[src/rtl/ysyx_exu_trap_ctrl_pkg.sv]
// Shared definitions for the machine-mode trap/return sequencer: CSR addresses,
// mstatus field positions, default interrupt cause and sequencer states.
package ysyx_exu_trap_ctrl_pkg;

  localparam logic [11:0] CSR_MSTATUS = 12'h300;
  localparam logic [11:0] CSR_MEPC    = 12'h341;
  localparam logic [11:0] CSR_MCAUSE  = 12'h342;

  localparam int MSTATUS_MIE    = 3;
  localparam int MSTATUS_MPIE   = 7;
  localparam int MSTATUS_MPP_LO = 11;
  localparam int MSTATUS_MPP_HI = 12;

  localparam logic [1:0]  MTVEC_MODE_VEC = 2'b01;
  localparam logic [31:0] IRQ_CAUSE_DEF  = 32'h8000_0007;

  typedef enum logic [2:0] {
    ST_IDLE  = 3'd0,
    ST_SAVE  = 3'd1,
    ST_STAT  = 3'd2,
    ST_MRET  = 3'd3,
    ST_REDIR = 3'd4
  } trap_state_e;

endpackage

[src/rtl/ysyx_exu_trap_ctrl_if.sv]
// Signal bundle between EXU commit / CSR file / IFU and the trap sequencer.
// master = environment side, slave = the sequencer.
interface ysyx_exu_trap_ctrl_if
  import ysyx_exu_trap_ctrl_pkg::*;
#(
  parameter int BIT_W = 32,
  parameter int R_W   = 12
);
  logic             trap_valid_i;
  logic [BIT_W-1:0] trap_cause_i;
  logic [BIT_W-1:0] trap_pc_i;
  logic             mret_valid_i;
  logic             irq_timer_i;
  logic             req_ready_o;
  logic [BIT_W-1:0] csr_mstatus_i;
  logic [BIT_W-1:0] csr_mtvec_i;
  logic [BIT_W-1:0] csr_mepc_i;
  logic             csr_wen_o;
  logic [R_W-1:0]   csr_waddr_o;
  logic [BIT_W-1:0] csr_wdata_o;
  logic [R_W-1:0]   csr_waddr_add1_o;
  logic [BIT_W-1:0] csr_wdata_add1_o;
  logic             redirect_valid_o;
  logic [BIT_W-1:0] redirect_pc_o;
  logic             redirect_ready_i;
  logic             busy_o;

  modport master (
    output trap_valid_i, trap_cause_i, trap_pc_i, mret_valid_i, irq_timer_i,
           csr_mstatus_i, csr_mtvec_i, csr_mepc_i, redirect_ready_i,
    input  req_ready_o, csr_wen_o, csr_waddr_o, csr_wdata_o, csr_waddr_add1_o,
           csr_wdata_add1_o, redirect_valid_o, redirect_pc_o, busy_o
  );

  modport slave (
    input  trap_valid_i, trap_cause_i, trap_pc_i, mret_valid_i, irq_timer_i,
           csr_mstatus_i, csr_mtvec_i, csr_mepc_i, redirect_ready_i,
    output req_ready_o, csr_wen_o, csr_waddr_o, csr_wdata_o, csr_waddr_add1_o,
           csr_wdata_add1_o, redirect_valid_o, redirect_pc_o, busy_o
  );
endinterface

[src/rtl/ysyx_exu_trap_ctrl_vec.sv]
// Trap target calculation: direct base, or base + 4*code for vectored interrupts.
module ysyx_exu_trap_ctrl_vec
  import ysyx_exu_trap_ctrl_pkg::*;
#(
  parameter int BIT_W = 32
) (
  input  logic [BIT_W-1:0] mtvec,
  input  logic [BIT_W-1:0] cause,
  output logic [BIT_W-1:0] target
);
  logic [BIT_W-1:0] base;
  logic [BIT_W-1:0] offset;

  // Exception code shifted by 4-byte slots; the top code bits fall off (mod 2^BIT_W).
  assign base   = {mtvec[BIT_W-1:2], 2'b00};
  assign offset = BIT_W'({cause[BIT_W-2:0], 2'b00});
  assign target = (mtvec[1:0] == MTVEC_MODE_VEC && cause[BIT_W-1]) ? base + offset : base;

endmodule

[src/rtl/ysyx_exu_trap_ctrl.sv]
// Machine-mode trap/mret sequencer: arbitrates irq/trap/mret, drives the CSR dual
// write port over a fixed multi-cycle sequence, then issues one fetch redirect.
module ysyx_exu_trap_ctrl
  import ysyx_exu_trap_ctrl_pkg::*;
#(
  parameter int               BIT_W     = 32,
  parameter int               R_W       = 12,
  parameter logic [BIT_W-1:0] IRQ_CAUSE = BIT_W'(IRQ_CAUSE_DEF)
) (
  input logic                clk,
  input logic                rst,
  ysyx_exu_trap_ctrl_if.slave bus
);
  trap_state_e      state, state_nxt;
  logic [BIT_W-1:0] pc_p0;
  logic [BIT_W-1:0] cause_p0;
  logic [BIT_W-1:0] target_p0;
  logic [BIT_W-1:0] vec_pc;
  logic             idle, irq_take, trap_take, mret_take;

  function automatic logic [BIT_W-1:0] mstatus_on_trap(input logic [BIT_W-1:0] s);
    logic [BIT_W-1:0] r;
    r = s;
    r[MSTATUS_MPP_HI:MSTATUS_MPP_LO] = 2'b11;
    r[MSTATUS_MPIE] = s[MSTATUS_MIE];
    r[MSTATUS_MIE]  = 1'b0;
    return r;
  endfunction

  function automatic logic [BIT_W-1:0] mstatus_on_mret(input logic [BIT_W-1:0] s);
    logic [BIT_W-1:0] r;
    r = s;
    r[MSTATUS_MPP_HI:MSTATUS_MPP_LO] = 2'b11;
    r[MSTATUS_MIE]  = s[MSTATUS_MPIE];
    r[MSTATUS_MPIE] = 1'b1;
    return r;
  endfunction

  // Acceptance is blocked during reset so the EXU never sees a ready that is dropped.
  assign idle      = (state == ST_IDLE) && !rst;
  assign irq_take  = idle && bus.irq_timer_i && bus.csr_mstatus_i[MSTATUS_MIE];
  assign trap_take = idle && !irq_take && bus.trap_valid_i;
  assign mret_take = idle && !irq_take && !bus.trap_valid_i && bus.mret_valid_i;

  ysyx_exu_trap_ctrl_vec #(.BIT_W(BIT_W)) u_vec (
    .mtvec  (bus.csr_mtvec_i),
    .cause  (cause_p0),
    .target (vec_pc)
  );

  always_ff @(posedge clk) begin
    if (rst) begin
      state     <= ST_IDLE;
      pc_p0     <= '0;
      cause_p0  <= '0;
      target_p0 <= '0;
    end else begin
      state <= state_nxt;
      if (irq_take || trap_take) begin
        pc_p0    <= bus.trap_pc_i;
        cause_p0 <= irq_take ? IRQ_CAUSE : bus.trap_cause_i;
      end
      if (mret_take) begin
        target_p0 <= bus.csr_mepc_i;
      end else if (state == ST_STAT) begin
        target_p0 <= vec_pc;
      end
    end
  end

  always_comb begin
    state_nxt            = state;
    bus.req_ready_o      = 1'b0;
    bus.csr_wen_o        = 1'b0;
    bus.csr_waddr_o      = '0;
    bus.csr_wdata_o      = '0;
    bus.csr_waddr_add1_o = '0;
    bus.csr_wdata_add1_o = '0;
    bus.redirect_valid_o = 1'b0;
    bus.redirect_pc_o    = '0;
    bus.busy_o           = 1'b1;
    case (state)
      ST_IDLE: begin
        bus.busy_o = 1'b0;
        if (irq_take || trap_take) begin
          bus.req_ready_o = 1'b1;
          state_nxt       = ST_SAVE;
        end else if (mret_take) begin
          bus.req_ready_o = 1'b1;
          state_nxt       = ST_MRET;
        end
      end
      ST_SAVE: begin
        bus.csr_wen_o        = 1'b1;
        bus.csr_waddr_o      = R_W'(CSR_MEPC);
        bus.csr_wdata_o      = pc_p0;
        bus.csr_waddr_add1_o = R_W'(CSR_MCAUSE);
        bus.csr_wdata_add1_o = cause_p0;
        state_nxt            = ST_STAT;
      end
      ST_STAT: begin
        bus.csr_wen_o   = 1'b1;
        bus.csr_waddr_o = R_W'(CSR_MSTATUS);
        bus.csr_wdata_o = mstatus_on_trap(bus.csr_mstatus_i);
        state_nxt       = ST_REDIR;
      end
      ST_MRET: begin
        bus.csr_wen_o   = 1'b1;
        bus.csr_waddr_o = R_W'(CSR_MSTATUS);
        bus.csr_wdata_o = mstatus_on_mret(bus.csr_mstatus_i);
        state_nxt       = ST_REDIR;
      end
      ST_REDIR: begin
        bus.redirect_valid_o = 1'b1;
        bus.redirect_pc_o    = target_p0;
        if (bus.redirect_ready_i) state_nxt = ST_IDLE;
      end
      default: state_nxt = ST_IDLE;
    endcase
  end

endmodule

[src/flat_wrapper.sv]
// flat-port wrapper written by rule: the top's interface ports become plain ports
module ysyx_exu_trap_ctrl_flat import ysyx_exu_trap_ctrl_pkg::*;
#(
  parameter int               BIT_W     = 32,
  parameter int               R_W       = 12,
  parameter logic [BIT_W-1:0] IRQ_CAUSE = BIT_W'(IRQ_CAUSE_DEF)
)
  (clk, rst, bus_trap_valid_i, bus_trap_cause_i, bus_trap_pc_i, bus_mret_valid_i, bus_irq_timer_i, bus_csr_mstatus_i, bus_csr_mtvec_i, bus_csr_mepc_i, bus_redirect_ready_i, bus_req_ready_o, bus_csr_wen_o, bus_csr_waddr_o, bus_csr_wdata_o, bus_csr_waddr_add1_o, bus_csr_wdata_add1_o, bus_redirect_valid_o, bus_redirect_pc_o, bus_busy_o);
  ysyx_exu_trap_ctrl_if #(.BIT_W(BIT_W), .R_W(R_W)) bus_i ();
  input logic clk;
  input logic rst;
  input wire logic [$bits(bus_i.trap_valid_i)-1:0] bus_trap_valid_i;
  input wire logic [$bits(bus_i.trap_cause_i)-1:0] bus_trap_cause_i;
  input wire logic [$bits(bus_i.trap_pc_i)-1:0] bus_trap_pc_i;
  input wire logic [$bits(bus_i.mret_valid_i)-1:0] bus_mret_valid_i;
  input wire logic [$bits(bus_i.irq_timer_i)-1:0] bus_irq_timer_i;
  input wire logic [$bits(bus_i.csr_mstatus_i)-1:0] bus_csr_mstatus_i;
  input wire logic [$bits(bus_i.csr_mtvec_i)-1:0] bus_csr_mtvec_i;
  input wire logic [$bits(bus_i.csr_mepc_i)-1:0] bus_csr_mepc_i;
  input wire logic [$bits(bus_i.redirect_ready_i)-1:0] bus_redirect_ready_i;
  output wire logic [$bits(bus_i.req_ready_o)-1:0] bus_req_ready_o;
  output wire logic [$bits(bus_i.csr_wen_o)-1:0] bus_csr_wen_o;
  output wire logic [$bits(bus_i.csr_waddr_o)-1:0] bus_csr_waddr_o;
  output wire logic [$bits(bus_i.csr_wdata_o)-1:0] bus_csr_wdata_o;
  output wire logic [$bits(bus_i.csr_waddr_add1_o)-1:0] bus_csr_waddr_add1_o;
  output wire logic [$bits(bus_i.csr_wdata_add1_o)-1:0] bus_csr_wdata_add1_o;
  output wire logic [$bits(bus_i.redirect_valid_o)-1:0] bus_redirect_valid_o;
  output wire logic [$bits(bus_i.redirect_pc_o)-1:0] bus_redirect_pc_o;
  output wire logic [$bits(bus_i.busy_o)-1:0] bus_busy_o;
  assign bus_i.trap_valid_i = bus_trap_valid_i;
  assign bus_i.trap_cause_i = bus_trap_cause_i;
  assign bus_i.trap_pc_i = bus_trap_pc_i;
  assign bus_i.mret_valid_i = bus_mret_valid_i;
  assign bus_i.irq_timer_i = bus_irq_timer_i;
  assign bus_i.csr_mstatus_i = bus_csr_mstatus_i;
  assign bus_i.csr_mtvec_i = bus_csr_mtvec_i;
  assign bus_i.csr_mepc_i = bus_csr_mepc_i;
  assign bus_i.redirect_ready_i = bus_redirect_ready_i;
  assign bus_req_ready_o = bus_i.req_ready_o;
  assign bus_csr_wen_o = bus_i.csr_wen_o;
  assign bus_csr_waddr_o = bus_i.csr_waddr_o;
  assign bus_csr_wdata_o = bus_i.csr_wdata_o;
  assign bus_csr_waddr_add1_o = bus_i.csr_waddr_add1_o;
  assign bus_csr_wdata_add1_o = bus_i.csr_wdata_add1_o;
  assign bus_redirect_valid_o = bus_i.redirect_valid_o;
  assign bus_redirect_pc_o = bus_i.redirect_pc_o;
  assign bus_busy_o = bus_i.busy_o;
  ysyx_exu_trap_ctrl #(.BIT_W(BIT_W), .R_W(R_W), .IRQ_CAUSE(IRQ_CAUSE)) u_core (.clk(clk), .rst(rst), .bus(bus_i));
endmodule
[config.mk]
export PLATFORM = sky130hd
export DESIGN_NAME = ysyx_exu_trap_ctrl_flat
export DESIGN_NICKNAME = d
export VERILOG_FILES = /design/src/rtl/ysyx_exu_trap_ctrl_pkg.sv /design/src/rtl/ysyx_exu_trap_ctrl_if.sv /design/src/rtl/ysyx_exu_trap_ctrl_vec.sv /design/src/rtl/ysyx_exu_trap_ctrl.sv /design/src/flat_wrapper.sv
export SDC_FILE = /design/constraint.sdc
export NUM_CORES = 1
export LEC_CHECK = 0
export BUFFER_PORTS_ARGS = -buffer_cell sky130_fd_sc_hd__buf_2
export CAP_MARGIN = 10
export CORE_MARGIN = 2
export CORE_UTILIZATION = 48
export DETAILED_ROUTE_END_ITERATION = 8
export GPL_TIMING_DRIVEN = 0
export PLACE_DENSITY = 0.81
export RECOVER_POWER = 100
export SLEW_MARGIN = 10
export SYNTH_ARGS = -nofsm -noshare
export SYNTH_HDL_FRONTEND = slang
export SYNTH_SLANG_ARGS = --single-unit
[constraint.sdc]
create_clock -name clk -period 3.6 [get_ports clk]
set_input_delay 1.08 -clock clk [delete_from_list [all_inputs] [get_ports clk]]
set_output_delay 1.08 -clock clk [all_outputs]
set_load 0.01 [all_outputs]
### Word level (Yosys, flattened, before mapping)

Index checks and enable logic that the tools add are counted.

| storage, ports and cells | value |
|---|---|
| register bits | 99 |
| input port bits | 166 |
| logic and storage cells | 48 |
| output and inout bits | 124 |

| operators by class | value |
|---|---|
| muxes and demuxes | 19 |
| add/subtract/negate cells | 1 |
| equality and inequality tests | 7 |
| reduce and logical (&&, ||, !) cells | 17 |

Operator list:

| operator | number |
|---|---|
| 32-bit 2-to-1 mux | 6 |
| 32-bit case mux with 3 select lines | 1 |
| 32-bit adder | 1 |
| 10-bit case mux with 2 select lines | 1 |
| 3-bit case mux with 4 select lines | 1 |
| 10-bit 2-to-1 mux | 1 |
| 3-bit 2-to-1 mux | 3 |
| 1-bit logical AND | 8 |
| 3-bit by 2-bit equality test with 1-bit output (second input constant) | 2 |
| 1-bit 2-to-1 mux | 6 |
| 3-bit by 1-bit equality test with 1-bit output (second input constant) | 1 |
| 3-bit equality test (second input constant) | 1 |
| 1-bit zero test | 3 |
| 3-bit zero test | 1 |
| 3-bit by 2-bit inequality test with 1-bit output (second input constant) | 1 |
| 3-bit OR reduction | 1 |
| 2-bit by 1-bit equality test with 1-bit output (second input constant) | 1 |
| 2-bit inequality test (second input constant) | 1 |
| 2-bit AND reduction | 1 |
| 2-bit nonzero test | 1 |
| 2-bit OR reduction | 1 |
| 1-bit logical OR | 1 |

### Longest topological paths before layout

| depth | value |
|---|---|
| depth in word-level cells | 11 |
| depth in mapped cells | 11 |
| mapped depth without buffers | 11 |

### Hierarchy

Synthesis repeated with hierarchy kept, for this count alone.

| second synthesis, totals | value |
|---|---|
| cell total of the unflattened synthesis | 832 |
| area total of the unflattened synthesis | 6476.2 sq um |

By module, submodules not included:

| module | cells each | area an instance (sq um) | times used | sequential area each (sq um) |
|---|---|---|---|---|
| ysyx_exu_trap_ctrl | 544 | 4585.6 | 1 | 1981.9 |
| ysyx_exu_trap_ctrl_vec | 288 | 1890.6 | 1 | 0.0 |

### Worst setup path before layout

Ideal clock, no wire load.

| timing path | value |
|---|---|
| path type | input port to output port |
| from | input port rst |
| to | output port bus_req_ready_o |
| buffers on the path | 3 |
| stages | 7 |
| setup slack | 0.228 ns |
| data required time | 2.520 ns |
| data arrival time | 2.292 ns |
| cell sequence | inv_1 > nand2_2 > or4_1 > buf_2 > buf_2 > buf_2 > nand2_1 |

| between the ends | value |
|---|---|
| word-level cells in the longest chain between the ends | 11 |
| elaborated cells on any way between the ends | 13 |
| those cells by class | 3 x mux; 10 x reduce/logical |

RTL lines:

| what | line | text |
|---|---|---|
| from (decl) | flat_wrapper.sv:11 | `input logic rst;` |
| 1-bit zero test * | ysyx_exu_trap_ctrl.sv:40 | `assign idle = (state == ST_IDLE) && !rst;` |
| 1-bit logical AND * | ysyx_exu_trap_ctrl.sv:40 |  |
| 1-bit logical AND (2 in series) | ysyx_exu_trap_ctrl.sv:41 | `assign irq_take = idle && bus.irq_timer_i && bus.csr_mstatus_i[MSTATUS_MIE];` |
| 1-bit zero test | ysyx_exu_trap_ctrl.sv:42, ysyx_exu_trap_ctrl.sv:43 |  |
| 1-bit logical AND | ysyx_exu_trap_ctrl.sv:42, ysyx_exu_trap_ctrl.sv:43 |  |
| 1-bit logical AND (2 in series) | ysyx_exu_trap_ctrl.sv:43 | `assign mret_take = idle && !irq_take && !bus.trap_valid_i && bus.mret_valid_i;` |
| 1-bit 2-to-1 mux | ysyx_exu_trap_ctrl.sv:88 | `end else if (mret_take) begin` |
| 1-bit 2-to-1 mux * | ysyx_exu_trap_ctrl.sv:85 | `if (irq_take \|\| trap_take) begin` |
| 1-bit 2-to-1 mux * | ysyx_exu_trap_ctrl.sv:82 | `case (state)` |
| to (decl) | flat_wrapper.sv:21 | `output wire logic [$bits(bus_i.req_ready_o)-1:0] bus_req_ready_o;` |

Mark *: on every way between the ends. The rest lies on a longest branch, timed or not.

### Worst setup path after layout

| timing path | value |
|---|---|
| from | input port bus_csr_mstatus_i[3] |
| to | output port bus_req_ready_o |

| between the ends | value |
|---|---|
| word-level cells in the longest chain between the ends | 8 |
| elaborated cells on any way between the ends | 10 |
| those cells by class | 3 x mux; 7 x reduce/logical |

RTL lines:

| what | line | text |
|---|---|---|
| from (decl) | flat_wrapper.sv:17 | `input wire logic [$bits(bus_i.csr_mstatus_i)-1:0] bus_csr_mstatus_i;` |
| 1-bit logical AND * | ysyx_exu_trap_ctrl.sv:41 |  |
| 1-bit zero test | ysyx_exu_trap_ctrl.sv:42, ysyx_exu_trap_ctrl.sv:43 |  |
| 1-bit logical AND | ysyx_exu_trap_ctrl.sv:42, ysyx_exu_trap_ctrl.sv:43 |  |
| 1-bit logical AND (2 in series) | ysyx_exu_trap_ctrl.sv:43 |  |
| 1-bit 2-to-1 mux | ysyx_exu_trap_ctrl.sv:88 |  |
| 1-bit 2-to-1 mux * | ysyx_exu_trap_ctrl.sv:85 |  |
| 1-bit 2-to-1 mux * | ysyx_exu_trap_ctrl.sv:82 |  |

Marked as above.

==> impl_results.md <==
- Core Region: 13190 um^2
- First-pass GRT wire length: 37410 um
- DRC errors left: 0
- Die Wd: 120.1 um
- Largest cells by area after synthesis: dfxtp_1 31%, nand2_1 9.9%, a21oi_1 8.3%
- CP Depth: 9
- I/O pin count: 290
- Clock sink count: 99
- Wire per inst: 18.67 um
- Critical path launch point type: input port
- Root Buffer: clkbuf_16
- RSZ-0062 raised after global routing: no
- P&R area growth vs syn: 29.03%
- Min Tclk post-route: 3.540 ns
- Comb pwr share: 32.8%
- Antenna violations before repair: 2
- Power per cell area: 416.3 nW/um^2
- Cells after Synth: 862
- Maximum VDD drop: 0.0003051 V
- Avg Inst Size Synth: 7.500 um^2
- Share of layout cells above drive strength 1: 22.47%
- Clock Latency Late Sink: 0.36 ns
- Worst-path fanout max: 10
- Max frequency: 0.2825 GHz
- Initial Util: 49.01%
- Violated checks: capacitance limit
- Via density per instance: 5.635
- Netlist cell types: 66
- Detail Route Antenna Nets: 0
- Number of flops mapped to enable cells by yosys: 0
- Final Util: 63.24%
- Class of the most critical setup path: input port to primary output
- Crit path top cell by count: buf_6
- CP required: 2.52 ns
- Largest net degree at the start of global routing: 17
- Total wire length: 25100 um
- CP bufs+invs: 5
- Register bit total from synthesis: 99
- H-tree levels: 3
- Total gr overflow: 0
- # setup viols final: 0
- Rows: 42
- CTS tree: built
- Drt pass-1 iters: 6
- Clock transition at path regs: 0.07 ns
- Sequential fraction of the synthesis area: 30.66%
- Num CTS Buffers: 9
- Worst path arrival time: 2.46 ns
- R2r worst-path depth: 8
- Max Cap Viol: 1
- Status: finished with violations
- Fill cells: 1327
- Area leader, netlist: dfxtp_1
- Starting DRC count in detailed routing: 676
- Final slew viol count: 0
- Hold violation count in the final report: 0
- Vias in the first global route: 6989
- CP delay by family, top: buffers and inverters
- Finished Cell Area: 8342 um^2
- Fin crit share: 98.33%
- LEAKAGE: 3.768 nW
- Pint: 2.238 mW
- Gpl congestion: 0.9984
- Setup crit end kind: primary output
- Synth top area share: 30.66%
- Switching Share: 35.56%
- Slowest stage delay, CP: 0.41 ns
- Worst path slowest cell: or4_4
- Hold depth: 2
- Clk buf depth: 2
- Via Count: 7574
- Worst Max-Slew Pin Slew: 1.477 ns
- Synth warn: 0
- Sw power: 1.235 mW
- Clk_skew: 0.007101 ns
- Die ar.: 14410 um^2
- GRT Overall Usage: 33.87%
- Sequential share of power: 36.8%
- Post-DP Area: 8098 um^2
- NumNets Final: 1357
- Crit-path cells: buf_2, nand3_2, nand2_4, or4_4, buf_6, buf_6, buf_6, nand2_1, buf_2
- Worst min path class: register to register
- Synth Flop Type: dfxtp_1
- DPL Wire Length: 19340 um
- Mapped Area: 6465 um^2
- Clk pwr share: 30.4%
- Worst slew margin: 0.7405%
- Async set or reset register ratio after synthesis: 0%
- Number of port buffers: 271
- DIE HEIGHT: 120.1 um
-- area by class of cell --
cell class                      instances  area, um^2  area share [%]
Sequential cell                        99        1982           23.76
Timing Repair Buffer                  273        1264           15.15
Clock inverter                          6       87.58           1.050
Tap cell                              176       220.2           2.640
Clock buffer                           10       229.0           2.745
Inverter                                8       33.78          0.4050
Buffer                                 84       434.2           5.205
Multi-Input combinational cell        686        4086           48.99
Antenna cell                            2       5.005         0.06000
-- flip-flops by register name (all words and copies together) (netlist names) --
register / flops
u_core.state: 3
u_core.pc_p0: 32
u_core.cause_p0: 32
u_core.target_p0: 32
-- layer usage --
metal  up-vias  part of all wire, %  GRT usage (%)
li1       3625                    -              -
met1      3441                   40          44.02
met2       454                   46          55.15
met3        54                   11          5.181
met4         0                  3.3          15.59
met5         -                    0              0
-- placed cells by master, fill, tap and decap left out, types with 6 or more instances in the layout --
cell type	instances
nor2_1	38
a31oi_1	10
inv_1	6
o21ai_0	27
ha_1	29
and2_0	18
or3_1	6
buf_4	20
o211ai_1	11
nand3_1	28
clkbuf_1	134
and3_1	37
nor3_1	9
and2_1	18
nor2b_1	7
xor2_1	11
a211oi_1	11
conb_1	16
a21oi_1	106
a22o_1	28
dfxtp_1	99
xnor2_1	14
a21o_1	15
buf_2	192
clkbuf_16	9
nand2_1	170
-- synthesized netlist by cell type (3+ instances only) --
cell type	n
a2111oi_0	3
a211oi_1	10
a21o_1	15
a21oi_1	107
a221oi_1	5
a22o_1	28
a22oi_1	4
a311oi_1	3
a31oi_1	10
and2_1	35
and3_1	37
buf_2	10
buf_4	22
clkbuf_1	51
dfxtp_1	99
ha_1	29
inv_1	7
nand2_1	170
nand2b_1	5
nand3_1	28
nand4_1	3
nor2_1	41
nor2b_1	7
nor3_1	9
o211ai_1	11
o21a_1	5
o21ai_0	27
o22ai_1	5
or3_1	6
or4_1	3
xnor2_1	14
xor2_1	11
-- power groups by stage --
stage	Clock (mW)	Sequential, mW	Combinational (mW)
2_1_floorplan	0	1.27	0.717
3_3_place_gp	0	1.30	1.12
3_5_place_dp	0	1.30	1.13
4_1_cts	1.06	1.27	1.14
5_1_grt	1.11	1.29	1.24
6_report	1.06	1.28	1.14
-- path summary, 6_finish.rpt --
check,startpoint,end,slack (ns)
setup reg to reg,u_core.state[0],u_core.target_p0[10],0.35
hold / removal,u_core.pc_p0[9],u_core.pc_p0[9],0.46
setup / recovery,bus_csr_mstatus_i[3],bus_req_ready_o,0.06
hold reg to reg,u_core.pc_p0[9],u_core.pc_p0[9],0.46
-- tightest hold or removal path: stages (launching register included) --
cell     delay [ns]
dfxtp_1        0.31
nand2_1        0.05
a21oi_1        0.05
-- cells by family (layout without fill, tap and decap cells) --
family	count (synthesis)	after routing	share of synthesized area, %
muxes	2	2	0.3097
adders and majority gates	30	30	5.922
buffers and inverters	92	381	6.812
other	1	18	0.05801
xor gates and xnor gates	25	25	3.387
DFF	99	99	30.66
AOI/OAI and AO/OA	256	256	26.50
and+or+nand+nor	357	357	26.36
-- stage by stage --
stage | setup TNS, ns | hold slack [ns] | power, mW | worst slack [ns] | std cells
finish | 0 | 0.4578 | 3.473 | 0.06002 | 1344
floorplan | 0 | 0.4283 | 1.989 | 0.2283 | 877
global placement | -1.552 | 0.4393 | 2.415 | -0.4738 | 1324
detailed placement | -1.441 | 0.4453 | 2.426 | -0.4845 | 1324
CTS | 0 | 0.4546 | 3.476 | 0.001293 | 1341
global route | 0 | 0.4764 | 3.633 | 0.002014 | 1344
-- what timing repair did --
item / 4_1_cts / 5_1_grt
endpoints found under the setup margin: 11 / 18
hold endpoints to repair: 0 / 0
hold buffers: 0 / 0
resized for setup: 14 / 7
pin swaps: 1 / 1
buffers inserted: 1 / 1
Note: power is estimated with default switching activity, not from simulation.
